==> src/rtl/cat_recognizer_pkg.sv <==
// Shared types, error-cause bit positions and the dot-product helper for the
// cat-recognizer accumulator scoreboard.
//   sb_state_t : scoreboard FSM states
//   *_MISMATCH / EARLY_DONE / OVERRUN / TIMEOUT : bit positions in the error vector
//   dot_sum()  : signed sum over channels of unsigned pixel * signed weight
package cat_recognizer_pkg;

  typedef enum logic [1:0] {IDLE, ACCUM, WAIT_DONE, REPORT} sb_state_t;

  localparam int unsigned EARLY_DONE      = 0;
  localparam int unsigned OVERRUN         = 1;
  localparam int unsigned TIMEOUT         = 2;
  localparam int unsigned ACC_MISMATCH    = 3;
  localparam int unsigned CAT_MISMATCH    = 4;
  localparam int unsigned STREAM_MISMATCH = 5;
  localparam int unsigned NUM_CAUSES      = 6;

  // Upper bounds of the generic helper; callers zero-extend their buses.
  localparam int unsigned MAX_CHANNELS = 8;
  localparam int unsigned MAX_PIX_W    = 16;
  localparam int unsigned MAX_WGT_W    = 16;
  localparam int unsigned MAX_ACC_W    = 128;
  localparam int unsigned PIX_BUS_W    = MAX_CHANNELS * MAX_PIX_W;
  localparam int unsigned WGT_BUS_W    = MAX_CHANNELS * MAX_WGT_W;

  // Pixel is treated as a non-negative signed value one bit wider than the
  // pixel; the weight is sign-extended from weight_precision bits by a
  // left-shift / arithmetic-right-shift pair.
  function automatic logic signed [MAX_ACC_W-1:0] dot_sum(
    input logic [PIX_BUS_W-1:0] pixels,
    input logic [WGT_BUS_W-1:0] weights,
    input int unsigned          channels,
    input int unsigned          pixel_width,
    input int unsigned          weight_precision
  );
    logic signed [MAX_ACC_W-1:0] sum;
    logic [MAX_PIX_W-1:0]        pmask;
    logic [MAX_PIX_W:0]          px;
    logic signed [MAX_WGT_W-1:0] wt;
    sum   = '0;
    pmask = ~({MAX_PIX_W{1'b1}} << pixel_width);
    for (int unsigned k = 0; k < MAX_CHANNELS; k++) begin
      if (k < channels) begin
        px  = {1'b0, MAX_PIX_W'(pixels >> (k * pixel_width)) & pmask};
        wt  = MAX_WGT_W'(weights >> (k * weight_precision)) << (MAX_WGT_W - weight_precision);
        wt  = wt >>> (MAX_WGT_W - weight_precision);
        sum = sum + $signed(px) * wt;
      end
    end
    return sum;
  endfunction

endpackage

==> src/rtl/acc_scoreboard_dot_product_unit.sv <==
// dot_product_unit: combinational per-sample sum of products.
//   pixels  : Channels unsigned pixels, channel k at [k*Pixel_width +: Pixel_width]
//   weights : Channels signed weights, channel k at [k*Weight_precision +: Weight_precision]
//   dot     : channel sum sign-extended (or wrapped) to Acc_width
module dot_product_unit
  import cat_recognizer_pkg::*;
#(
  parameter int unsigned Channels         = 3,
  parameter int unsigned Pixel_width      = 8,
  parameter int unsigned Weight_precision = 5,
  parameter int unsigned Acc_width        = 64
) (
  input  logic [Channels*Pixel_width-1:0]      pixels,
  input  logic [Channels*Weight_precision-1:0] weights,
  output logic [Acc_width-1:0]                 dot
);

  always_comb begin
    dot = Acc_width'(dot_sum(PIX_BUS_W'(pixels), WGT_BUS_W'(weights),
                             Channels, Pixel_width, Weight_precision));
  end

endmodule

==> src/rtl/acc_scoreboard.sv <==
// acc_scoreboard: incremental reference model and scoreboard for the
// cat-recognizer dot-product engine.
//   clk, rst (sync, active-high), start (arms an image)
//   smp_valid/smp_pixels/smp_weights : sample stream fed to the DUT accumulator
//   dut_acc/dut_acc_valid/dut_cat/dut_done : DUT observation
//   exp_acc, smp_count, busy : model state
//   mismatch (error pulse), err_count (saturating), result_valid/result_pass
module acc_scoreboard
  import cat_recognizer_pkg::*;
#(
  parameter int unsigned Channels         = 3,
  parameter int unsigned Pixel_width      = 8,
  parameter int unsigned Amba_Word        = 24,
  parameter int unsigned Weight_precision = 5,
  parameter int unsigned Pixel_count      = 4096,
  parameter int unsigned Acc_width        = 64,
  parameter int          Threshold        = 0,
  parameter int unsigned Stream_check     = 1,
  parameter int unsigned Timeout          = 1024,
  parameter int unsigned Err_cnt_width    = 16
) (
  input  logic                                 clk,
  input  logic                                 rst,
  input  logic                                 start,
  input  logic                                 smp_valid,
  input  logic [Amba_Word-1:0]                 smp_pixels,
  input  logic [Channels*Weight_precision-1:0] smp_weights,
  input  logic [Acc_width-1:0]                 dut_acc,
  input  logic                                 dut_acc_valid,
  input  logic                                 dut_cat,
  input  logic                                 dut_done,
  output logic [Acc_width-1:0]                 exp_acc,
  output logic [$clog2(Pixel_count+1)-1:0]     smp_count,
  output logic                                 busy,
  output logic                                 mismatch,
  output logic [Err_cnt_width-1:0]             err_count,
  output logic                                 result_valid,
  output logic                                 result_pass
);

  localparam int unsigned CNT_W = $clog2(Pixel_count + 1);
  localparam int unsigned TMR_W = $clog2(Timeout + 1);
  localparam int unsigned SUM_W = Err_cnt_width + 3;
  localparam logic signed [Acc_width-1:0] THR = Acc_width'(Threshold);

  sb_state_t             state, next_state;
  logic [Acc_width-1:0]  dot;
  logic [TMR_W-1:0]      timer;
  logic                  img_err;
  logic                  accept;
  logic                  exp_cat;
  logic                  stream_bad;
  logic [NUM_CAUSES-1:0] err_vec;
  logic [SUM_W-1:0]      err_sum;
  logic [Err_cnt_width-1:0] err_next;

  dot_product_unit #(
    .Channels        (Channels),
    .Pixel_width     (Pixel_width),
    .Weight_precision(Weight_precision),
    .Acc_width       (Acc_width)
  ) u_dot (
    .pixels (smp_pixels),
    .weights(smp_weights),
    .dot    (dot)
  );

  // Stream compare uses the registered exp_acc, so a sample accepted in the
  // same cycle is not yet included.
  always_comb begin
    exp_cat    = $signed(exp_acc) > THR;
    stream_bad = (Stream_check != 0) && dut_acc_valid && (dut_acc != exp_acc);
    next_state = state;
    accept     = 1'b0;
    err_vec    = '0;
    if (start && state != IDLE) begin
      // Abort: everything else this cycle is discarded.
      next_state = ACCUM;
    end else begin
      case (state)
        IDLE: if (start) next_state = ACCUM;
        ACCUM: begin
          err_vec[STREAM_MISMATCH] = stream_bad;
          if (dut_done) begin
            err_vec[EARLY_DONE] = 1'b1;
            next_state          = REPORT;
          end else if (smp_valid) begin
            accept = 1'b1;
            if (smp_count == CNT_W'(Pixel_count - 1)) next_state = WAIT_DONE;
          end
        end
        WAIT_DONE: begin
          err_vec[STREAM_MISMATCH] = stream_bad;
          err_vec[OVERRUN]         = smp_valid;
          if (dut_done) begin
            err_vec[ACC_MISMATCH] = (dut_acc != exp_acc);
            err_vec[CAT_MISMATCH] = (dut_cat != exp_cat);
            next_state            = REPORT;
          end else if (timer == TMR_W'(Timeout - 1)) begin
            err_vec[TIMEOUT] = 1'b1;
            next_state       = REPORT;
          end
        end
        REPORT:  next_state = IDLE;
        default: next_state = IDLE;
      endcase
    end
    err_sum  = {3'b000, err_count} + SUM_W'($countones(err_vec));
    err_next = (err_sum[SUM_W-1:Err_cnt_width] != '0) ? '1 : err_sum[Err_cnt_width-1:0];
  end

  always_ff @(posedge clk) begin
    if (rst) begin
      state        <= IDLE;
      exp_acc      <= '0;
      smp_count    <= '0;
      timer        <= '0;
      img_err      <= 1'b0;
      busy         <= 1'b0;
      mismatch     <= 1'b0;
      err_count    <= '0;
      result_valid <= 1'b0;
      result_pass  <= 1'b0;
    end else begin
      state        <= next_state;
      busy         <= (next_state == ACCUM) || (next_state == WAIT_DONE);
      mismatch     <= |err_vec;
      err_count    <= err_next;
      result_valid <= (next_state == REPORT);
      result_pass  <= (next_state == REPORT) && !img_err && !(|err_vec);
      if (state == WAIT_DONE && next_state == WAIT_DONE) timer <= timer + 1'b1;
      else                                               timer <= '0;
      if (start) begin
        exp_acc   <= '0;
        smp_count <= '0;
        img_err   <= 1'b0;
      end else begin
        if (accept) begin
          exp_acc   <= exp_acc + dot;
          smp_count <= smp_count + 1'b1;
        end
        if (|err_vec) img_err <= 1'b1;
      end
    end
  end

endmodule

==> config.mk <==
export PLATFORM = sky130hd
export DESIGN_NAME = acc_scoreboard
export DESIGN_NICKNAME = d
export VERILOG_FILES = /design/src/rtl/cat_recognizer_pkg.sv /design/src/rtl/acc_scoreboard_dot_product_unit.sv /design/src/rtl/acc_scoreboard.sv
export SDC_FILE = /design/constraint.sdc
export NUM_CORES = 1
export LEC_CHECK = 0
export CAP_MARGIN = 15
export CORE_MARGIN = 2
export CORE_UTILIZATION = 51
export DETAILED_ROUTE_END_ITERATION = 12
export GPL_TIMING_DRIVEN = 0
export PLACE_DENSITY = 0.84
export SYNTH_ARGS = -nofsm -noshare
export SYNTH_HDL_FRONTEND = slang
export SYNTH_SLANG_ARGS = --single-unit
==> constraint.sdc <==
create_clock -name clk -period 12.5 [get_ports clk]
set_input_delay 1.875 -clock clk [delete_from_list [all_inputs] [get_ports clk]]
set_output_delay 1.875 -clock clk [all_outputs]
set_load 0.03 [all_outputs]
==> results.json, run 1 <==
{
  "path_clk_slew_ns": 0.08,
  "max_freq_ghz": 0.0825,
  "ant_nets": 0,
  "critPathSlowestCell": "clkdlybuf4s50_1",
  "ys_seq_area_frac": 0.163,
  "synth_top_area_cell": "dfxtp_1",
  "clkSinkCount": 111,
  "cpPeakStageDelay_ns": 0.59,
  "critPathMaxFanout": 19,
  "status": "complete, no violations",
  "ys_async_sr_fraction": 0,
  "synth_fa_ha_area_frac": 0.295,
  "synth_area_leaders": "dfxtp_1, fa_1, ha_1, xor2_1, nand2_1",
  "hpwlAfterDp_um": 36100,
  "cts.htree.levels": 3,
  "finalWirelength_um": 44100,
  "globalRouteTotalUtil": 0.308,
  "synthesis.instances": 1698,
  "muxShareOfSynthArea": 0.00147,
  "worstHoldPathCells": 1,
  "synth_area_um2": 13600,
  "finish.utilization": 0.631,
  "fin_crit_sh": 0.969,
  "grt_start_max_net_pins": 21,
  "vias": 13300,
  "maxSlewHeadroom": 0.311,
  "synth-simple-area-share": 0.213,
  "grt_pass1_vias": 13000,
  "worstSkewPairLatency_ns": 0.38,
  "synth_edf_count": 0,
  "die_area_um2": 28100,
  "maxCapViolations": 0,
  "rsz0062_at_grt": "false",
  "grt-ovfl-total": 0,
  "critPathKind": "primary input to flip-flop",
  "yosys_warnings": 0,
  "start_util": 0.522,
  "skew_ns": 0.0144,
  "reg2reg_slack_ns": 6.70,
  "antenna_found_initial": 0,
  "synth_xor_area_frac": 0.105,
  "r2r-end": "err_count[3]",
  "min_delay_worst_endpoint": "timer[0]",
  "cp-end-kind": "flip-flop",
  "cts_buffer_depth": 2,
  "cts_tree": "built",
  "coreArea_um2": 26100,
  "port_buffers": 205,
  "drc_errors": 0,
  "drt_iter0_markers": 1176,
  "tightest_slew_ns": 1.02,
  "ys_seq_elements": 111,
  "ff2ff_path_depth": 18,
  "rows": 59,
  "place_ws_ns": -1.09,
  "io_pins": 207,
  "slew_violations": 0,
  "syn_nets": 2064,
  "synth_cell_types": 69,
  "antennaDiodeCount": 0,
  "cp.required_ns": 12.77,
  "syn2layout_area_growth_pct": 20.8,
  "final_net_count": 2283,
  "die_h_um": 168,
  "min_path_type": "flip-flop to flip-flop",
  "drive_above_1_share": 0.0245,
  "synth_compound_area_frac": 0.158,
  "synth_top_family_by_area": "adder cells",
  "wire_per_inst_um": 19.5,
  "synth_ff_type": "dfxtp_1",
  "n_fill_cell": 2320,
  "arrival_ns": 12.39,
  "setup_violations": 0,
  "synth_most_common_cell": "nand2_1",
  "avgSynthCellArea_um2": 8.04,
  "reg2reg_from": "exp_acc[59]",
  "setup_ws_ns": 0.382,
  "gp_congestion": 0.994,
  "numCtsBuffers": 9,
  "worstHoldStart": "timer[0]",
  "hold_violations": 0,
  "crit_top_cell": "fa_1",
  "grt_first_pass_wirelength_um": 68400,
  "cts-root-buf": "clkbuf_16",
  "critPathLaunchType": "primary input",
  "synth_top_area_share": 0.163,
  "cts_setup_buffers": 0,
  "routed_via_density": 5.88,
  "min_period_ns": 12.12,
  "dpl_cell_area_um2": 16200,
  "ys_top_cells_by_count": "nand2_1, inv_1, a21oi_1, ha_1, nor2_1",
  "design_area_um2": 16500,
  "firstDrtPassIters": 6,
  "worstSetupStartpoint": "smp_weights[9]",
  "die_width_um": 168
}
cell families (layout without fill, tap and decap cells):
logic type,count (synthesis),in the layout
DFF,111,111
adders and majority gates,256,256
buffers and inverters,217,441
AOI/OAI and AO/OA,345,345
and+or+nand+nor,603,603
muxes,2,2
xor gates and xnor gates,164,164
critical path: cells and delay by family:
family / cells / cell delay, ns
xor gates and xnor gates: 2 / 0.35
and+or+nand+nor: 5 / 1.26
buffers and inverters: 7 / 1.73
AOI/OAI and AO/OA: 11 / 3.23
adders and majority gates: 8 / 3.91
layout make-up:
cell class	instances	area, µm²	share of cell area
multi-input cells	1370	10600	0.643
flip-flops and latches	111	2220	0.135
repair buffers	208	2090	0.127
inverters	162	612	0.0371
well taps	335	419	0.0254
plain buffers	55	259	0.0157
clock buffers	10	229	0.0139
clock inverters	6	63.8	0.00387
metal layers:
layer / up-vias / track usage / wire [µm]
li1: 6251 / - / -
met1: 6384 / 0.396 / 18700
met2: 527 / 0.515 / 20700
met3: 104 / 0.0730 / 3300
met4: 0 / 0.0911 / 1360
met5: - / 0 / 0
state kept, by name, summed over array words and instances (netlist names):
| register | cells |
|---|---|
| img_err | 1 |
| result_valid | 1 |
| smp_count | 13 |
| mismatch | 1 |
| timer | 11 |
| exp_acc | 64 |
| err_count | 16 |
| result_pass | 1 |
| state | 2 |
| busy | 1 |
worst max path at each step:
| stage | end | slack, ns | cells past startpoint |
|---|---|---|---|
| floorplan | exp_acc[61] | 0.49 | 33 |
| finish | exp_acc[60] | 0.38 | 33 |
| global route | exp_acc[60] | 0.02 | 33 |
| CTS | exp_acc[60] | 0.08 | 36 |
| global placement | exp_acc[60] | -4.37 | 33 |
| detailed placement | exp_acc[60] | -1.09 | 36 |
placed cells by master (no fill, tap or decap), drive strengths merged, types with 6 or more instances in the layout:
| master | instances |
|---|---|
| nand2 | 222 |
| clkdlybuf4s50 | 204 |
| inv | 164 |
| a21oi | 153 |
| ha | 146 |
| nor2 | 120 |
| dfxtp | 111 |
| xor2 | 110 |
| fa | 110 |
| xnor2 | 54 |
| clkbuf | 52 |
| o21ai | 51 |
| and2 | 50 |
| nor4 | 42 |
| nand4 | 42 |
| a21o | 37 |
| nor3 | 27 |
| nand3 | 25 |
| nand2b | 17 |
| buf | 17 |
| or3 | 13 |
| o21a | 12 |
| a31oi | 10 |
| o31ai | 10 |
| and3 | 9 |
| a211oi | 9 |
| o21bai | 9 |
| o211ai | 8 |
| nor2b | 8 |
| a21boi | 6 |
stage by stage:
stage          std cells  TNS, ns  hold WS, ns
2_1_floorplan       1698        0        0.418
3_3_place_gp        2238  -152.25        0.430
3_5_place_dp        2241    -6.79        0.444
4_1_cts             2257        0        0.456
5_1_grt             2257        0        0.485
6_report            2257        0        0.452
timing repair:
item                       CTS  global route
hold buffers                 0             0
gates resized for setup      5             3
hold endpoints to repair     0             0
setup endpoints to repair    5            17
gates cloned                 0             0
Power of run 1 is left out: the tool's default activity adds up to more than one toggle a clock period on the data nets, which glitch-free logic cannot reach.
==> run 2, diff against run 1 <==
Settings changed: CORE_MARGIN 2 to 3, PLACE_DENSITY 0.84 to unset, PLACE_DENSITY_LB_ADDON set to 0.15.
==> results.json, run 2 (synthesis gave the netlist of run 1 again) <==
{
  "final_common_cell": "nand2_1",
  "critPathLaunchType": "primary input",
  "largest_reg_flops": 64,
  "worstHoldPathCells": 1,
  "die_h_um": 170,
  "design_area_um2": 16500,
  "die_width_um": 170,
  "path_buf_inv": 10,
  "skew_ns": 0.0190,
  "rsz0062_at_grt": "false",
  "gp_congestion": 0.979,
  "hpwlAfterDp_um": 36000,
  "numCtsBuffers": 9,
  "hold_violations": 0,
  "fin_cells": 2258,
  "cts.htree.levels": 3,
  "wire_per_inst_um": 19.2,
  "start_util": 0.521,
  "largest_register": "exp_acc",
  "antennaDiodeCount": 0,
  "leakage_nw": 7.34,
  "r2r-end": "err_count[7]",
  "routed_via_density": 5.81,
  "firstDrtPassIters": 8,
  "worstHoldStart": "timer[0]",
  "cp.required_ns": 12.76,
  "grt_start_max_net_pins": 22,
  "cts_setup_buffers": 0,
  "cpPeakStageDelay_ns": 0.56,
  "drt_iter0_markers": 830,
  "min_period_ns": 11.97,
  "crit_family": "adder cells",
  "finalWirelength_um": 43300,
  "arrival_ns": 12.23,
  "cts_buffer_depth": 2,
  "clkPwrFrac": 0.058,
  "min_path_type": "flip-flop to flip-flop",
  "status": "complete, no violations",
  "whs_ns": 0.457,
  "tightest_slew_ns": 0.937,
  "path_clk_slew_ns": 0.09,
  "globalRouteTotalUtil": 0.299,
  "reg2reg_from": "exp_acc[63]",
  "antenna_found_initial": 1,
  "p_int_mw": 2.29,
  "cts_tree": "built",
  "slew_violations": 0,
  "final_cell_mix": "nand2_1, clkdlybuf4s50_1, inv_1",
  "worstSkewPairLatency_ns": 0.38,
  "ff2ff_path_depth": 19,
  "cp-end-kind": "flip-flop",
  "min_delay_worst_endpoint": "timer[0]",
  "drc_errors": 0,
  "ant_nets": 0,
  "p_total_mw": 5.26,
  "power.share.switching": 0.566,
  "switchingPower_mw": 2.98,
  "vias": 13100,
  "rows": 59,
  "maxSlewHeadroom": 0.369,
  "share_comb_of_total_power": 0.865,
  "syn2layout_area_growth_pct": 20.9,
  "io_pins": 207,
  "cts-root-buf": "clkbuf_16",
  "finish.utilization": 0.630,
  "dpl_cell_area_um2": 16200,
  "top_regs": "exp_acc (64), err_count (16), smp_count (13)",
  "drive_above_1_share": 0.0255,
  "critPathSlowestCell": "a2111oi_2",
  "critPathKind": "primary input to flip-flop",
  "setup_violations": 0,
  "die_area_um2": 28800,
  "power_frac_seq": 0.077,
  "powerDensity_nw_per_um2": 319,
  "grt_pass1_vias": 13100,
  "clkSinkCount": 111,
  "final_net_count": 2284,
  "place_inst": 2241,
  "grt-ovfl-total": 0,
  "maxCapViolations": 0,
  "max-vdd-ir-drop_mv": 0.323,
  "critPathMaxFanout": 17,
  "crit_top_cell": "fa_1",
  "coreArea_um2": 26200,
  "grt_first_pass_wirelength_um": 68700,
  "fin_crit_sh": 0.958,
  "reg2reg_slack_ns": 7.03,
  "port_buffers": 205,
  "max_freq_ghz": 0.0835
}
[run 2: what timing repair did]
item                       in CTS  in global routing
hold buffers                    0                  0
resized for setup               4                  4
setup endpoints to repair       5                  7
[run 2: worst max-delay path by stage]
| stage | start | endpoint | cells after the start |
|---|---|---|---|
| after floorplan | smp_weights[14] | exp_acc[61] | 33 |
| after global placement | smp_weights[14] | exp_acc[60] | 33 |
| after detailed placement | smp_weights[14] | exp_acc[60] | 36 |
| after CTS | smp_weights[14] | exp_acc[60] | 36 |
| after global routing | smp_weights[14] | exp_acc[60] | 36 |
| final | smp_weights[14] | exp_acc[60] | 36 |
[run 2: routing by layer]
metal  up-vias  routed length, µm  global-route usage
met3        80               3010              0.0538
met4         2               1460              0.0953
met5         -                 11                   0
met2       431              20300               0.511
li1       6276                  -                   -
met1      6335              18600               0.386
[run 2: final cells by class]
class / count / area (µm²)
Multi-Input combinational cell: 1370 / 10600
Clock buffer: 9 / 225
Tap cell: 335 / 419
Clock inverter: 7 / 72.6
Buffer: 55 / 259
Fill cell: 2367 / 9700
Sequential cell: 111 / 2220
Timing Repair Buffer: 209 / 2100
Inverter: 162 / 612
[run 2: power groups by stage]
stage / registers, mW / clock network (mW) / logic, mW
floorplan: 0.430 / 0 / 3.37
global placement: 0.411 / 0 / 4.36
detailed placement: 0.411 / 0 / 4.48
CTS: 0.403 / 0.310 / 4.51
global route: 0.405 / 0.322 / 5.09
finish: 0.403 / 0.307 / 4.55
[run 2: worst register-to-register path: cells and delay by family, from the launching register on]
kind | cells | cell delay (ns)
simple gates | 9 | 2.55
fa+ha+maj | 3 | 1.11
buf+inv | 4 | 0.69
flops | 1 | 0.64
compound gates | 2 | 0.27
xor+xnor | 1 | 0.15
[run 2: metrics by stage]
stage          setup TNS, ns  setup WS (ns)
5_1_grt                    0         0.0676
3_5_place_dp           -4.43          -1.11
2_1_floorplan              0          0.494
4_1_cts                    0         0.0940
6_report                   0          0.528
3_3_place_gp         -136.13          -4.02
(Power assumes the default switching activity.)
